File: config.mk
export PLATFORM = sky130hd
export DESIGN_NAME = quadrature_generator
export DESIGN_NICKNAME = d
export VERILOG_FILES = /design/src/rtl/quadrature_generator.sv
export SDC_FILE = /design/constraint.sdc
export NUM_CORES = 1
export LEC_CHECK = 0
export ABC_AREA = 1
export CAP_MARGIN = 10
export CORE_MARGIN = 4
export CORE_UTILIZATION = 50
export DETAILED_ROUTE_END_ITERATION = 7
export GPL_TIMING_DRIVEN = 0
export PLACE_DENSITY_LB_ADDON = 0.2
export SLEW_MARGIN = 10
export SYNTH_ARGS = -nofsm -noshare
export SYNTH_HDL_FRONTEND = slang
export SYNTH_SLANG_ARGS = --single-unit
File: constraint.sdc
create_clock -name clk -period 5 [get_ports clk]
set_input_delay 0.75 -clock clk [delete_from_list [all_inputs] [get_ports clk]]
set_output_delay 0.75 -clock clk [all_outputs]
set_load 0.1 [all_outputs]
File: src/rtl/quadrature_generator.sv
// Quadrature A/B transmitter: steps a downstream encoder decoder from the
// current produced count to a commanded target with programmable edge spacing.
module quadrature_generator #(
  parameter int unsigned WIDTH     = 8,
  parameter int unsigned DIV_WIDTH = 16
) (
  input  logic                 clk,
  input  logic                 reset,
  input  logic                 cmd_valid,
  output logic                 cmd_ready,
  input  logic [WIDTH-1:0]     cmd_target,
  input  logic [DIV_WIDTH-1:0] half_period,
  output logic                 a,
  output logic                 b,
  output logic [WIDTH-1:0]     position,
  output logic                 busy,
  output logic                 done
);

  localparam int unsigned PW = 2;

  typedef enum logic [1:0] {
    IDLE  = 2'd0,
    LEAD  = 2'd1,
    TRAIL = 2'd2,
    COOL  = 2'd3
  } state_t;

  state_t               r_state;
  logic [DIV_WIDTH-1:0] r_timer;
  logic [PW-1:0]        r_phase;
  logic [WIDTH-1:0]     r_pos;
  logic [WIDTH-1:0]     r_target;
  logic [DIV_WIDTH-1:0] r_h;
  logic                 r_up;
  logic                 r_a;
  logic                 r_b;
  logic                 r_busy;
  logic                 r_ready;
  logic                 r_done;

  state_t               w_state_nxt;
  logic [DIV_WIDTH-1:0] w_timer_nxt;
  logic [PW-1:0]        w_phase_nxt;
  logic [WIDTH-1:0]     w_pos_nxt;
  logic [WIDTH-1:0]     w_target_nxt;
  logic [DIV_WIDTH-1:0] w_h_nxt;
  logic                 w_up_nxt;
  logic                 w_done_nxt;
  logic [WIDTH-1:0]     w_d;
  logic [PW-1:0]        w_phase_step;
  logic [WIDTH-1:0]     w_pos_step;

  assign w_d          = cmd_target - r_pos;
  assign w_phase_step = r_up ? (r_phase + PW'(1)) : (r_phase - PW'(1));
  assign w_pos_step   = r_up ? (r_pos + WIDTH'(1)) : (r_pos - WIDTH'(1));

  // Next-state logic: one phase transition per timer expiry in LEAD/TRAIL
  always_comb begin
    w_state_nxt  = r_state;
    w_timer_nxt  = r_timer;
    w_phase_nxt  = r_phase;
    w_pos_nxt    = r_pos;
    w_target_nxt = r_target;
    w_h_nxt      = r_h;
    w_up_nxt     = r_up;
    w_done_nxt   = 1'b0;
    case (r_state)
      IDLE: begin
        if (cmd_valid && r_ready) begin
          w_target_nxt = cmd_target;
          w_h_nxt      = half_period;
          // Half-way distance resolves downward since its MSB is set
          w_up_nxt     = ~w_d[WIDTH-1];
          if (w_d == '0) begin
            w_done_nxt = 1'b1;
          end else begin
            w_state_nxt = LEAD;
            w_timer_nxt = '0;
          end
        end
      end
      LEAD: begin
        if (r_timer == '0) begin
          w_phase_nxt = w_phase_step;
          w_pos_nxt   = w_pos_step;
          w_timer_nxt = r_h;
          w_state_nxt = TRAIL;
        end else begin
          w_timer_nxt = r_timer - DIV_WIDTH'(1);
        end
      end
      TRAIL: begin
        if (r_timer == '0) begin
          w_phase_nxt = w_phase_step;
          w_timer_nxt = r_h;
          w_state_nxt = (r_pos == r_target) ? COOL : LEAD;
        end else begin
          w_timer_nxt = r_timer - DIV_WIDTH'(1);
        end
      end
      COOL: begin
        if (r_timer == '0) begin
          w_state_nxt = IDLE;
          w_done_nxt  = 1'b1;
        end else begin
          w_timer_nxt = r_timer - DIV_WIDTH'(1);
        end
      end
      default: w_state_nxt = IDLE;
    endcase
  end

  // State and registered outputs; phase maps 0..3 to {a,b} = 00,10,11,01
  always_ff @(posedge clk) begin
    if (reset) begin
      r_state  <= IDLE;
      r_timer  <= '0;
      r_phase  <= '0;
      r_pos    <= '0;
      r_target <= '0;
      r_h      <= '0;
      r_up     <= 1'b0;
      r_a      <= 1'b0;
      r_b      <= 1'b0;
      r_busy   <= 1'b0;
      r_ready  <= 1'b1;
      r_done   <= 1'b0;
    end else begin
      r_state  <= w_state_nxt;
      r_timer  <= w_timer_nxt;
      r_phase  <= w_phase_nxt;
      r_pos    <= w_pos_nxt;
      r_target <= w_target_nxt;
      r_h      <= w_h_nxt;
      r_up     <= w_up_nxt;
      r_a      <= w_phase_nxt[1] ^ w_phase_nxt[0];
      r_b      <= w_phase_nxt[1];
      r_busy   <= (w_state_nxt != IDLE);
      r_ready  <= (w_state_nxt == IDLE);
      r_done   <= w_done_nxt;
    end
  end

  assign a         = r_a;
  assign b         = r_b;
  assign position  = r_pos;
  assign busy      = r_busy;
  assign cmd_ready = r_ready;
  assign done      = r_done;

endmodule

==> results_dict.tcl <==
set metrics [dict create \
    swShare_pct 49.0 \
    slew_violations 0 \
    initial_utilization_pct 51.8 \
    diodes 0 \
    cts_hold_buf 0 \
    powerDensity_nw_per_um2 559 \
    dr.pass1.iters 5 \
    final_common_cell "nand2_1" \
    core_um2 7290 \
    required_ns 4.25 \
    port_buffers 38 \
    cpMaxStageDelayCell "clkdlybuf4s50_1" \
    worst_clock_skew_ns 0.00419 \
    finalSetupTns_ns 0 \
    grt_pass1_wl_um 16100 \
    yosysWarnings 0 \
    io_pins 40 \
    mostFrequentLayoutCells "nand2_1, inv_1, dfxtp_1, a21oi_1, nor2_1" \
    slowest_delay_ns 1.19 \
    die-area_um2 9000 \
    power_frac_comb_pct 57.4 \
    cp_cell_sequence "clkdlybuf4s50_1" \
    ys_ff_latch 57 \
    end_kind "output port" \
    dp_hpwl_um 7470 \
    internal_power_uw 1270 \
    clock_latency_ns 0.34 \
    slew_headroom_pct 34.8 \
    tightest_slew_ns 0.975 \
    antenna_found_initial 0 \
    wirelength_um 9790 \
    die_w_um 94.9 \
    path_delay_family "buffers and inverters" \
    critPathKind "reg2out" \
    rsz0062_at_grt "no" \
    cts_made_buffers 9 \
    grt_pass1_vias 3405 \
    fin_crit_sh_pct 55.3 \
    hp-class "reg2reg" \
    final_nets 668 \
    syn_area_per_cell_um2 6.61 \
    path_max_fanout 6 \
    yosysTopAreaCell "dfxtp_1" \
    ant_nets 0 \
    p_total_uw 2480 \
    synth_area_um2 3770 \
    setup_violations 0 \
    vias 3702 \
    clkPwrFrac_pct 15.4 \
    arrival_ns 2.02 \
    cts_tree "built" \
    cp-start-kind "register" \
    post_cts_buffers 0 \
    drive_gt1_share_pct 8.35 \
    wire_per_inst_um 13.6 \
    grt.overflow.total 0 \
    clkTransAtPathRegs_ns 0.06 \
    rows 31 \
    drtIter0Drc 207 \
    synthTopCellsByArea "dfxtp_1, nand2_1, a21oi_1, inv_1, ha_1" \
    synth_cell_types 36 \
    ir_drop_mv 0.293 \
    drc 0 \
    synthCells 571 \
    path_buf_inv 1 \
    clock-root-buffer "clkbuf_8" \
    drv_cap 0 \
    p_leak_uw 0.00205 \
    gp_congestion 0.902 \
    area_delta_synth_final_pct 17.8 \
    synth-seq-area-share_pct 30.2 \
    die_h_um 94.9 \
    cts_resized 0 \
    synth.top_cell.area_share_pct 30.2 \
    cts_max_path_buffers 2 \
    fin_crit_ns 2.77 \
    grt_max_degree 11 \
    cts_sinks 57 \
    pwr-share-seq_pct 27.2 \
    p_switching_uw 1220 \
    viasPerCell 5.13 \
    htreeDepth 3 \
    fmax_mhz 362 \
    synth_nets 619 \
    grtUsageTotal_pct 23.3 \
    status "finished clean" \
    finalHoldViolCount 0 \
]
-- power groups by stage --
| stage | Sequential (uW) | Combinational, uW | Clock (uW) |
|---|---|---|---|
| after floorplan | 818 | 975 | 0 |
| after global placement | 680 | 1390 | 0 |
| after detailed placement | 684 | 1420 | 0 |
| after CTS | 675 | 1420 | 390 |
| after global routing | 693 | 1600 | 410 |
| final | 676 | 1430 | 384 |
-- kinds of logic (layout without fill, tap and decap cells) --
logic type	after synthesis	after routing	share of synthesized area, %
compound gates	95	95	13.4
flops	57	57	30.2
xor+xnor	19	19	4.41
simple gates	291	291	34.4
buf+inv	88	140	10.4
fa+ha+maj	21	21	7.16
-- area by class of cell --
cell class | count | area [um2]
buffer | 19 | 133
clock buffer | 11 | 151
clock inverter | 3 | 17.5
multi-input combinational | 426 | 2240
tap | 99 | 124
inverter | 69 | 259
sequential | 57 | 1140
fill | 727 | 2850
timing repair buffer | 38 | 380
-- through the flow --
stage	hold slack, ns	std cells	worst slack, ns	instance area, um2	utilization [%]
6_report	0.468	722	2.23	4450	61.0
5_1_grt	0.479	722	2.15	4450	61.0
4_1_cts	0.466	722	2.22	4450	61.0
3_5_place_dp	0.455	708	2.02	4280	58.7
3_3_place_gp	0.447	708	2.06	4280	58.7
2_1_floorplan	0.436	571	2.27	3770	-
-- sequential cells by signal, summed over array words and instances (netlist names) --
| register | count |
|---|---|
| r_h | 16 |
| r_timer | 16 |
| position | 8 |
| r_target | 8 |
| r_phase | 2 |
| r_state | 2 |
| a | 1 |
| busy | 1 |
| cmd_ready | 1 |
| done | 1 |
| r_up | 1 |
-- synthesized netlist by cell type --
library cell	instances
nand2_2	5
a211oi_1	2
fa_1	1
clkinv_1	1
nand3_1	31
inv_1	68
clkbuf_8	1
o211ai_1	2
nand2_1	174
nor2_2	5
nand3_2	7
buf_6	6
or2_2	1
nand3b_1	3
nand4_1	6
a21oi_1	56
clkbuf_1	9
o22a_1	1
nand3b_2	1
nor2_8	1
nor2_4	2
xor2_1	9
nor3_1	2
ha_1	20
xnor2_1	10
nand2_4	4
a21oi_2	2
a31oi_1	2
buf_4	1
dfxtp_1	57
o21ai_1	1
a21o_1	1
buf_2	2
nor2_1	49
o21ai_0	27
o21bai_1	1
-- layer usage --
metal,routed length (um),vias to the layer above,global-route usage [%]
li1,-,1913,-
met2,4540,98,37.8
met5,0,-,0
met3,475,17,3.59
met4,221,0,8.77
met1,4560,1674,31.2
-- path summary, 6_finish.rpt --
kind | startpoint | endpoint | slack, ns | cells after the start
worst max-delay path | position[0] | position[0] | 2.23 | 1
worst min-delay path | r_target[0] | r_target[0] | 0.47 | 2
worst max register to register | position[2] | r_timer[6] | 2.70 | 15
worst min register to register | r_target[0] | r_target[0] | 0.47 | 2
(Power assumes the default switching activity.)
